File: src/rtl/utils_div_pkg.sv
// Shared types and constants for the sequential restoring divider.
package utils_div_pkg;

  typedef enum logic [1:0] {
    IDLE = 2'd0,
    CALC = 2'd1,
    FIX  = 2'd2,
    DONE = 2'd3
  } div_state_e;

  localparam int unsigned DIV_WIDTH = 32;
  localparam logic [DIV_WIDTH-1:0] DIV0_QUOT = '1;
  localparam logic [DIV_WIDTH-1:0] OVF_QUOT  = 32'h8000_0000;

endpackage

File: src/rtl/utils_div_step.sv
// One combinational restoring-division iteration on magnitudes.
module utils_div_step #(
  parameter int unsigned WIDTH = 32
) (
  input  logic [WIDTH-1:0] i_rem,
  input  logic             i_bit,
  input  logic [WIDTH-1:0] i_div,
  output logic [WIDTH-1:0] o_rem,
  output logic             o_qbit
);

  logic [WIDTH:0] w_shift;
  logic [WIDTH:0] w_diff;

  // Partial remainder is always below the divisor, so the shifted value fits WIDTH+1 bits
  assign w_shift = {i_rem, i_bit};
  assign w_diff  = w_shift - {1'b0, i_div};
  assign o_qbit  = ~w_diff[WIDTH];
  assign o_rem   = o_qbit ? w_diff[WIDTH-1:0] : w_shift[WIDTH-1:0];

endmodule

File: src/rtl/utils_divider_32.sv
// Sequential signed/unsigned integer divider, one quotient bit per cycle, valid/ready on both sides.
module utils_divider_32
  import utils_div_pkg::*;
#(
  parameter int unsigned WIDTH = DIV_WIDTH,
  parameter int unsigned CNT_W = $clog2(WIDTH) + 1
) (
  input  logic             clk,
  input  logic             rst_n,
  input  logic             flush,
  input  logic             in_valid,
  output logic             in_ready,
  input  logic             in_signed,
  input  logic [WIDTH-1:0] dividend,
  input  logic [WIDTH-1:0] divisor,
  output logic             out_valid,
  input  logic             out_ready,
  output logic [WIDTH-1:0] quotient,
  output logic [WIDTH-1:0] remainder,
  output logic             div_by_zero
);

  localparam logic [WIDTH-1:0] L_DIV0 = WIDTH'(DIV0_QUOT);
  localparam logic [WIDTH-1:0] L_OVF  = WIDTH'(OVF_QUOT);

  div_state_e       r_state;
  div_state_e       w_state_nxt;
  logic [CNT_W-1:0] r_cnt;
  logic [WIDTH-1:0] r_dvd;
  logic [WIDTH-1:0] r_dvs;
  logic [WIDTH-1:0] r_rem;
  logic [WIDTH-1:0] r_quot;
  logic             r_qneg;
  logic             r_rneg;
  logic             r_dbz;

  logic             w_accept;
  logic             w_div0;
  logic             w_ovf;
  logic [WIDTH-1:0] w_dvd_mag;
  logic [WIDTH-1:0] w_dvs_mag;
  logic [WIDTH-1:0] w_rem_nxt;
  logic             w_qbit;

  assign w_div0    = (divisor == '0);
  assign w_ovf     = in_signed && (dividend == L_OVF) && (divisor == '1);
  assign w_dvd_mag = (in_signed && dividend[WIDTH-1]) ? -dividend : dividend;
  assign w_dvs_mag = (in_signed && divisor[WIDTH-1])  ? -divisor  : divisor;

  utils_div_step #(.WIDTH(WIDTH)) u_step (
    .i_rem  (r_rem),
    .i_bit  (r_dvd[WIDTH-1]),
    .i_div  (r_dvs),
    .o_rem  (w_rem_nxt),
    .o_qbit (w_qbit)
  );

  always_ff @(posedge clk or negedge rst_n) begin
    if (!rst_n) r_state <= IDLE;
    else        r_state <= w_state_nxt;
  end

  always_comb begin
    w_state_nxt = r_state;
    in_ready    = 1'b0;
    out_valid   = 1'b0;
    w_accept    = 1'b0;
    unique case (r_state)
      IDLE: begin
        in_ready = 1'b1;
        if (in_valid && !flush) begin
          w_accept    = 1'b1;
          w_state_nxt = (w_div0 || w_ovf) ? DONE : CALC;
        end
      end
      CALC: if (r_cnt == CNT_W'(WIDTH - 1)) w_state_nxt = FIX;
      FIX:  w_state_nxt = DONE;
      DONE: begin
        out_valid = 1'b1;
        if (out_ready) w_state_nxt = IDLE;
      end
      default: w_state_nxt = IDLE;
    endcase
    if (flush) w_state_nxt = IDLE;
  end

  always_ff @(posedge clk or negedge rst_n) begin
    if (!rst_n) begin
      r_cnt  <= '0;
      r_dvd  <= '0;
      r_dvs  <= '0;
      r_rem  <= '0;
      r_quot <= '0;
      r_qneg <= 1'b0;
      r_rneg <= 1'b0;
      r_dbz  <= 1'b0;
    end else if (flush) begin
      r_cnt <= '0;
      r_dbz <= 1'b0;
    end else begin
      unique case (r_state)
        IDLE: if (w_accept) begin
          r_cnt  <= '0;
          r_dbz  <= w_div0;
          r_qneg <= in_signed & (dividend[WIDTH-1] ^ divisor[WIDTH-1]);
          r_rneg <= in_signed & dividend[WIDTH-1];
          r_dvd  <= w_dvd_mag;
          r_dvs  <= w_dvs_mag;
          if (w_div0) begin
            r_quot <= L_DIV0;
            r_rem  <= dividend;
          end else if (w_ovf) begin
            r_quot <= L_OVF;
            r_rem  <= '0;
          end else begin
            r_quot <= '0;
            r_rem  <= '0;
          end
        end
        CALC: begin
          r_rem  <= w_rem_nxt;
          r_quot <= {r_quot[WIDTH-2:0], w_qbit};
          r_dvd  <= {r_dvd[WIDTH-2:0], 1'b0};
          r_cnt  <= r_cnt + CNT_W'(1);
        end
        FIX: begin
          if (r_qneg) r_quot <= -r_quot;
          if (r_rneg) r_rem  <= -r_rem;
        end
        default: ;
      endcase
    end
  end

  assign quotient    = r_quot;
  assign remainder   = r_rem;
  assign div_by_zero = r_dbz;

endmodule

File: config.mk
export PLATFORM = sky130hd
export DESIGN_NAME = utils_divider_32
export DESIGN_NICKNAME = d
export VERILOG_FILES = /design/src/rtl/utils_div_pkg.sv /design/src/rtl/utils_div_step.sv /design/src/rtl/utils_divider_32.sv
export SDC_FILE = /design/constraint.sdc
export NUM_CORES = 1
export LEC_CHECK = 0
export CAP_MARGIN = 10
export CORE_MARGIN = 1.5
export CORE_UTILIZATION = 39
export DETAILED_ROUTE_END_ITERATION = 8
export GPL_TIMING_DRIVEN = 0
export HOLD_SLACK_MARGIN = 0.15
export PLACE_DENSITY_LB_ADDON = 0.05
export REMOVE_ABC_BUFFERS = 1
export SYNTH_ARGS = -nofsm -noshare
export SYNTH_HDL_FRONTEND = slang
export SYNTH_HIERARCHICAL = 1
export SYNTH_SLANG_ARGS = --single-unit
File: constraint.sdc
create_clock -name clk -period 4.5 [get_ports clk]
set_input_delay 1.125 -clock clk [delete_from_list [all_inputs] [get_ports clk]]
set_output_delay 1.125 -clock clk [all_outputs]
set_load 0.005 [all_outputs]
==> summary.md, run 1 <==
| Metric | Value |
|---|---|
| Kind of critical path | reg -> reg |
| Register area share after synthesis | 0.306 |
| Relative slew slack | 0.165 |
| GPL Wtd Cong | between 0.8 and 0.9 |
| Fin crit share | 0.931 |
| Hold Path Class | reg -> reg |
| # IOs | 137 |
| Worst-Margin Slew | about 1300 ps |
| Post-synth EDFFs | 0 |
| Synth Area in Adders | 0.0492 |
| CP required | around 4800 ps |
| Layout area overhead | 20.7% |
| Setup crit end kind | flop |
| Outcome | finished clean |
| Routed Antenna Nets | 0 |
| Clock latency on the worst-skew pair | 440 ps |
| Post-synthesis xor/xnor area fraction | 0.0787 |
| Synth top area share | 0.306 |
| H-tree levels | 4 |
| Ys async rst share | 1.00 |
| TritonCTS Buffers | 17 |
| CP Launch Type | flop |
| Synth Area in Compound Gates | 0.248 |
| IO Port Bufs | around 140 |
| First-pass GRT wire length | around 58000 microns |
| Die width | 174 microns |
| Tmin final | 4190 ps |
| Count of cell types in the netlist | 90 |
| Root buffer cell | clkbuf_16 |
| # setup viols final | 0 |
| Die Height | between 150 and 200 microns |
| Design Power | about 11 mW |
| Pleak | approximately 5.6 nW |
| Final core occ | 0.477 |
| Mapped Cells | ~1.4k |
| Worst Clk Skew | about 14 ps |
| Via count | ~11k |
| Netlist Area Pre-Place | around 11000 sq um |
| Cell with the most instances after synthesis | o21ai_0 |
| DP Worst Slack | -510 ps |
| Top cells by count, synth | o21ai_0 (156), nand2_1 (146), nor2_1 (142) |
| Placed cells | 1874 |
| Top cells by area, synth | dfrtp_1 (31%), o21ai_0 (6.9%), nand2_1 (4.8%) |
| # rows | 62 |
| Via-to-Cell Ratio | about 5.7 |
| Largest family of logic cells by synthesized area | compound AO/OA/AOI/OAI gates |
| Gr usage total | 0.241 |
| Final Hold Viols | 0 |
| Power per cell area | roughly 780 nW/um^2 |
| CP max FO | 22 |
| Drc violations | 0 |
| Layout Nets | around 1.6k |
| Max-slew violation count | 0 |
| Synth Area per Inst | 7.94 sq um |
| Initial DRT Pass Iterations | 5 |
| Setup ws final | roughly 310 ps |
| Total gr overflow | 0 |
| YS warnings | 6 |
| RSZ-0062 raised after global routing | false |
| Total negative slack | 0 ps |
| TritonCTS clock tree | yes |
| Full die area | around 30000 sq um |
| Vias in the first global route | approximately 10k |
| Largest net degree at the start of global routing | 80 |
| CTS Sinks | 139 |
| Initial Util | 0.395 |
| Main synth FF type | dfrtp_1 |
| WP data arrival | roughly 4500 ps |
| First DRT Iteration DRCs | between 900 and 1k |
| Max rail drop VDD | roughly 0.00037 V |
| Layout cell share with drive strength beyond 1 | 0.0657 |
| Antenna cell count | 0 |
| Avg WL per Cell | about 19 microns |
| CORE AREA | 28700 sq um |
| Number of synthesized register bits | 139 |
| Cell taking the most area after synthesis | dfrtp_1 |
| Clock edge transition at the registers on the reported setup and hold paths | approximately 60 ps |
| Wirelength, routed | roughly 36000 microns |
| FMAX | 239 MHz |
| # Max-Cap Violations | 0 |
| Multiplexer share of the synthesized area | 0.0370 |
| Clock Path Buffers | 2 |
| HPWL Detailed | around 26000 microns |
| Fin cells | roughly 1.9k |
| Initial antenna violation count | 1 |
| Simple logic cell fraction of the synthesized area | 0.232 |
-- report_power, final --
| part | switching [mW] | internal (mW) | leakage [nW] |
|---|---|---|---|
| logic | 3.53 | 3.04 | 3.50 |
| clock network | 0.634 | 0.876 | 0.287 |
| registers | 0.761 | 1.79 | 1.77 |
| total | 4.93 | 5.70 | 5.56 |
-- worst paths after layout --
| kind | from | endpoint | slack [ps] | depth (start not counted) |
|---|---|---|---|---|
| max | r_dvd[31] | remainder[4] | 310 | 16 |
| min | r_dvs[2] | r_dvs[2] | 480 | 2 |
| max reg2reg | r_dvd[31] | remainder[4] | 310 | 16 |
| min reg2reg | r_dvs[2] | r_dvs[2] | 480 | 2 |
| max in group asynchronous | rst_n | r_dvs[10] | 2960 | 2 |
| min in group asynchronous | rst_n | r_cnt[2] | 660 | 1 |
-- kinds of logic after synthesis --
| family | count (synthesis) |
|---|---|
| xor gates and xnor gates | 102 |
| muxes | 32 |
| DFF | 139 |
| buffers and inverters | 139 |
| AOI/OAI and AO/OA | 443 |
| and+or+nand+nor | 531 |
| adders and majority gates | 44 |
-- stage by stage --
step / hold slack, ps / cell area, sq um
floorplan: 444 / 11000
global placement: 459 / 12800
detailed placement: 470 / 13100
CTS: 483 / 13700
global route: 521 / 13700
finish: 481 / 13700
-- registers in the layout, summed over array words and instances, names as in the netlist --
name	flops
quotient	32
r_rneg	1
r_state	2
r_qneg	1
div_by_zero	1
r_cnt	6
r_dvd	32
remainder	32
r_dvs	32
-- cells in the final DEF, fill, tap and decap left out, types with 21 or more instances in the layout --
cell type | Yosys | final
nor4_1 | 25 | 25
nand3_1 | 46 | 46
o21ai_0 | 156 | 155
nor2_1 | 142 | 139
ha_1 | 43 | 42
a21oi_1 | 82 | 82
xor2_1 | 53 | 53
a21o_1 | 21 | 21
clkdlybuf4s50_1 | 0 | 135
xnor2_1 | 49 | 49
inv_1 | 49 | 49
nand2_1 | 146 | 145
dfrtp_1 | 139 | 139
nor3_1 | 41 | 41
nand4_1 | 24 | 24
-- layer usage --
layer,routed length [microns],up-vias,track usage
li1,-,5407,-
met5,0,-,0
met4,379,0,0.0560
met3,1550,20,0.0248
met2,15700,286,0.357
met1,18800,5223,0.374
-- critical path, cell delays in order (launching register included) --
cell	delay, ps
dfrtp_1	470
inv_1	70
ha_1	220
fa_1	410
and2b_1	230
o2111ai_1	150
a21oi_2	230
o2111ai_1	270
a211oi_2	300
nor2_2	120
mux2i_4	220
and2_4	230
inv_6	240
mux2_1	370
a32o_1	220
a221oi_1	240
nor2_1	70
-- cell type report --
class	count	area [sq um]
inverter	53	204
tap	384	480
clock buffer	18	429
fill	2867	15000
timing repair buffer	147	1580
sequential	139	3480
multi-input combinational	1152	7370
clock inverter	13	168
-- timing repair --
action	in CTS	in global routing
buffers inserted	1	0
hold endpoints to repair	0	0
hold buffers	0	0
gates resized for setup	2	3
setup endpoints to repair	22	13
Note: power is estimated with default switching activity, not from simulation.
==> inputs of run 2 (changes only) <==
--- a/config.mk
+++ b/config.mk
@@ -6,6 +6,7 @@
 export NUM_CORES = 1
 export LEC_CHECK = 0
 export CAP_MARGIN = 10
+export CORE_ASPECT_RATIO = 1.2
 export CORE_MARGIN = 1.5
 export CORE_UTILIZATION = 39
 export DETAILED_ROUTE_END_ITERATION = 8
==> summary.md, run 2 (synthesized netlist as in run 1, its figures left out) <==
| Metric | Value |
|---|---|
| Area of the multi-input gates | 7410 sq um |
| Wirelength, routed | 36900 microns |
| Drc violations | 0 |
| Max-slew violation count | 0 |
| Kind of critical path | reg -> reg |
| HPWL Detailed | 26400 microns |
| CP required | just under 5000 ps |
| Worst Hold End | r_dvs[24] |
| Gr usage total | 0.242 |
| Routed Antenna Nets | 0 |
| Avg WL per Cell | slightly below 20 microns |
| CP Launch Type | flop |
| Final instance area | 13700 sq um |
| Via-to-Cell Ratio | around 5.8 |
| CTS Sinks | roughly 140 |
| Outcome | finished clean |
| Fin crit share | 0.948 |
| RSZ-0062 raised after global routing | false |
| # setup viols final | 0 |
| GPL Wtd Cong | approximately 0.9 |
| Die width | about 160 microns |
| # fillers | approximately 2.9k |
| Hold-fix buffers at CTS | 0 |
| Relative slew slack | 0.191 |
| # rows | 68 |
| Power per cell area | between 700 and 800 nW/um^2 |
| IO Port Bufs | between 100 and 150 |
| Clock Path Buffers | 2 |
| Vias in the first global route | around 10k |
| Layout area overhead | 20.7% |
| Total gr overflow | 0 |
| # Max-Cap Violations | 0 |
| Hold path start | r_dvs[24] |
| Root buffer cell | clkbuf_16 |
| Worst-Margin Slew | about 1200 ps |
| Final Hold Viols | 0 |
| H-tree levels | 4 |
| Pleak | between 5 and 6 nW |
| Full die area | ~30000 sq um |
| Most frequent cells in the layout | o21ai_0 (155), nand2_1 (145), nor2_1 (139) |
| WP data arrival | approximately 4600 ps |
| Initial Util | 0.396 |
| CORE AREA | between 20000 and 30000 sq um |
| Register area | between 3000 and 4000 sq um |
| Via count | 11.0k |
| Setup crit end kind | flop |
| Initial antenna violation count | 3 |
| Max rail drop VDD | ~0.00027 V |
| First DRT Iteration DRCs | 642 |
| Clock latency on the worst-skew pair | between 400 and 500 ps |
| # IOs | roughly 140 |
| Layout cell share with drive strength beyond 1 | 0.0690 |
| R2R depth | 14 |
| Worst Clk Skew | approximately 13 ps |
| RR Endpoint | remainder[4] |
| Clock edge transition at the registers on the reported setup and hold paths | 70 ps |
| Hold Path Class | reg -> reg |
| Worst reg2reg startpoint | remainder[13] |
| Die Height | approximately 190 microns |
| DP Area | about 13000 sq um |
| Layout Nets | between 1.5k and 2k |
| TritonCTS clock tree | yes |
| Tmin final | around 4300 ps |
| First-pass GRT wire length | slightly below 60000 microns |
| FMAX | around 230 MHz |
| Largest net degree at the start of global routing | approximately 80 |
| WHS | roughly 480 ps |
| Hold Path Depth | 2 |
| Initial DRT Pass Iterations | 7 |
| Commonest non-fill, non-tap cell in the layout | o21ai_0 |
| Critical path origin | remainder[13] |
| TritonCTS Buffers | 17 |
| R2R setup slack | roughly 230 ps |
| CP max FO | 22 |
-- run 2: what timing repair did --
item	CTS	global route
resized for setup	4	6
setup buffers	1	0
endpoints found under the setup margin	33	15
pin swaps	0	1
cloned	0	1
-- run 2: critical path: stages, from the launching register on --
cell      delay [ps]
dfrtp_1          500
ha_1             440
and4_1           250
and3_1           210
a221o_1          300
a21oi_1          260
a211oi_2         120
nor2_2           310
mux2i_4          390
and2_4           330
inv_6            150
mux2_1           350
a32o_1           220
a221oi_1         240
nor2_1            70
-- run 2: report_power, final --
| group | switching [mW] | internal (mW) | leakage (nW) | total (mW) |
|---|---|---|---|---|
| logic | 3.47 | 3.02 | 3.50 | 6.49 |
| registers | 0.738 | 1.79 | 1.76 | 2.53 |
| clock network | 0.625 | 0.827 | 0.290 | 1.45 |
-- run 2: layout make-up --
cell class                      count  area share
Antenna cell                        3    0.000548
Clock buffer                       17      0.0310
Clock inverter                     15      0.0120
Inverter                           53      0.0149
Multi-Input combinational cell   1153       0.541
Sequential cell                   139       0.254
Tap cell                          385      0.0351
Timing Repair Buffer              144       0.112
-- run 2: per-layer routing --
| layer | share of wire | up-vias | global-route usage |
|---|---|---|---|
| met2 | 0.50 | 319 | 0.421 |
| met5 | 0 | - | 0 |
| met1 | 0.42 | 5212 | 0.300 |
| met4 | 0.025 | 0 | 0.0864 |
| li1 | - | 5403 | - |
| met3 | 0.056 | 54 | 0.0419 |
-- run 2: through the flow --
step	cells	setup WS (ps)	TNS, ps	util	total power, mW
after floorplan	1344	371	0	-	6.83
after global placement	1865	-3870	-658720	0.448	8.76
after detailed placement	1872	-814	-21820	0.455	8.93
after CTS	1905	40.6	0	0.476	10.5
after global routing	1906	49.2	0	0.478	11.3
final	1909	235	0	0.478	10.5
-- run 2: how the worst max path moves through the flow --
stage | to | slack, ps | depth (start not counted)
floorplan | quotient[17] | 370 | 8
global placement | r_dvs[31] | -3870 | 1
detailed placement | remainder[4] | -810 | 16
CTS | remainder[4] | 40 | 16
global route | remainder[4] | 50 | 14
finish | remainder[4] | 230 | 14
==> inputs of run 3 (changes only) <==
--- a/config.mk
+++ b/config.mk
@@ -8,7 +8,7 @@
 export CAP_MARGIN = 10
 export CORE_ASPECT_RATIO = 1.2
 export CORE_MARGIN = 1.5
-export CORE_UTILIZATION = 39
+export CORE_UTILIZATION = 58
 export DETAILED_ROUTE_END_ITERATION = 8
 export GPL_TIMING_DRIVEN = 0
 export HOLD_SLACK_MARGIN = 0.15
==> summary.md, run 3 (synthesized netlist as in run 1, its figures left out) <==
| Metric | Value |
|---|---|
| Placed cells | approximately 1.7k |
| Initial antenna violation count | 0 |
| # setup viols final | 0 |
| Worst Clk Skew | 9.05 ps |
| First-pass GRT wire length | around 52000 microns |
| CP max FO | 35 |
| DP Worst Slack | -682 ps |
| Vias in the first global route | between 10k and 15k |
| Antenna cell count | 0 |
| Routed Antenna Nets | 0 |
| Fin cells | 1774 |
| Most frequent cells in the layout | o21ai_0 (155), nand2_1 (145), nor2_1 (140) |
| Via count | 11.2k |
| Tmin final | between 4000 and 5000 ps |
| HPWL Detailed | approximately 23000 microns |
| Power per cell area | 772 nW/um^2 |
| Avg WL per Cell | roughly 18 microns |
| Register area | about 3500 sq um |
| Root buffer cell | clkbuf_16 |
| Wirelength, routed | roughly 32000 microns |
| Clock edge transition at the registers on the reported setup and hold paths | ~60 ps |
| Total gr overflow | 0 |
| Drc violations | 0 |
| CP Cell Sequence | clkdlybuf4s50_1 -> inv_1 -> ha_1 -> or3b_2 -> nor4_1 -> and4b_4 -> nor2_1 -> a311oi_1 |
| TritonCTS Buffers | 17 |
| Layout Nets | 1621 |
| Clock latency on the worst-skew pair | roughly 430 ps |
| WP data arrival | ~4700 ps |
| # fillers | approximately 1.6k |
| Gr usage total | 0.324 |
| Max rail drop VDD | 0.000575 V |
| DP Area | 12800 sq um |
| Final instance area | between 10000 and 15000 sq um |
| Via-to-Cell Ratio | 6.29 |
| Setup ws final | roughly 140 ps |
| CP Launch Type | input pin |
| IO Port Bufs | about 140 |
| CTS Sinks | between 100 and 150 |
| Initial Util | 0.598 |
| # rows | 55 |
| # Max-Cap Violations | 0 |
| Max-slew violation count | 0 |
| Layout area overhead | 18.5% |
| Outcome | finished clean |
| Slowest cell delay on critical path | 750 ps |
| Die Height | between 150 and 200 microns |
| RSZ-0062 raised after global routing | false |
| Clock Path Buffers | 2 |
| FMAX | about 230 MHz |
| Hold Path Class | reg -> reg |
| Final core occ | 0.708 |
| Fin crit share | 0.970 |
| Setup crit end kind | flop |
| Relative slew slack | 0.212 |
| H-tree levels | 4 |
| Full die area | 20400 sq um |
| GPL Wtd Cong | about 0.94 |
| Die width | between 100 and 150 microns |
| # IOs | 137 |
| Hold-fix buffers at CTS | 0 |
| WHS | between 400 and 500 ps |
| First DRT Iteration DRCs | a little under 800 |
| Initial DRT Pass Iterations | 6 |
| Worst-Margin Slew | ~1200 ps |
| Commonest non-fill, non-tap cell in the layout | o21ai_0 |
| Final Hold Viols | 0 |
| Area of the multi-input gates | ~7400 sq um |
| Slowest stage cell, crit path | and4b_4 |
| Layout cell share with drive strength beyond 1 | 0.0632 |
| Pleak | 5.52 nW |
| TritonCTS clock tree | yes |
| Largest net degree at the start of global routing | between 70 and 80 |
| Kind of critical path | in -> reg |
| CORE AREA | between 15000 and 20000 sq um |
| CP required | around 4800 ps |
[run 3: worst paths after layout]
path	start	end	slack, ps	cells after the start
setup / recovery	divisor[0]	quotient[25]	140	8
hold reg to reg	r_dvs[12]	r_dvs[12]	480	2
hold / removal	r_dvs[12]	r_dvs[12]	480	2
max in group asynchronous	rst_n	remainder[22]	3030	2
setup reg to reg	r_dvd[31]	remainder[4]	210	16
min in group asynchronous	rst_n	quotient[11]	680	1
[run 3: worst max-delay path, delay by kind of cell]
family | cells | cell delay [ps]
compound gates | 1 | 340
simple gates | 4 | 2460
buf+inv | 2 | 570
fa+ha+maj | 1 | 170
[run 3: stage by stage]
| stage | power, mW | setup TNS [ps] |
|---|---|---|
| global placement | 8.52 | -565600 |
| detailed placement | 8.74 | -17310 |
| global route | 11.1 | 0 |
| finish | 10.4 | 0 |
| floorplan | 6.83 | 0 |
| CTS | 10.3 | 0 |
[run 3: where the power goes]
part | leakage, nW | total [mW] | internal (mW) | switching, mW
registers | 1.77 | 2.51 | 1.79 | 0.720
logic | 3.47 | 6.43 | 3.01 | 3.42
clock network | 0.292 | 1.44 | 0.877 | 0.565
total | 5.52 | 10.4 | 5.68 | 4.71
[run 3: cell type report]
class / count / area share
repair buffers: 144 / 0.111
multi-input cells: 1152 / 0.548
clock buffers: 18 / 0.0327
inverters: 53 / 0.0154
clock inverters: 12 / 0.0111
well taps: 256 / 0.0238
flip-flops and latches: 139 / 0.259
[run 3: repair_timing]
| action | 4_1_cts | 5_1_grt |
|---|---|---|
| buffers inserted | 1 | 0 |
| endpoints found under the setup margin | 27 | 4 |
| gates resized for setup | 4 | 2 |
| pin swaps | 0 | 0 |
[run 3: layer usage]
layer	global-route usage	vias to the layer above	part of all wire
li1	-	5398	-
met1	0.389	5214	0.40
met2	0.566	456	0.50
met3	0.0482	92	0.064
met4	0.154	0	0.041
met5	0	-	0
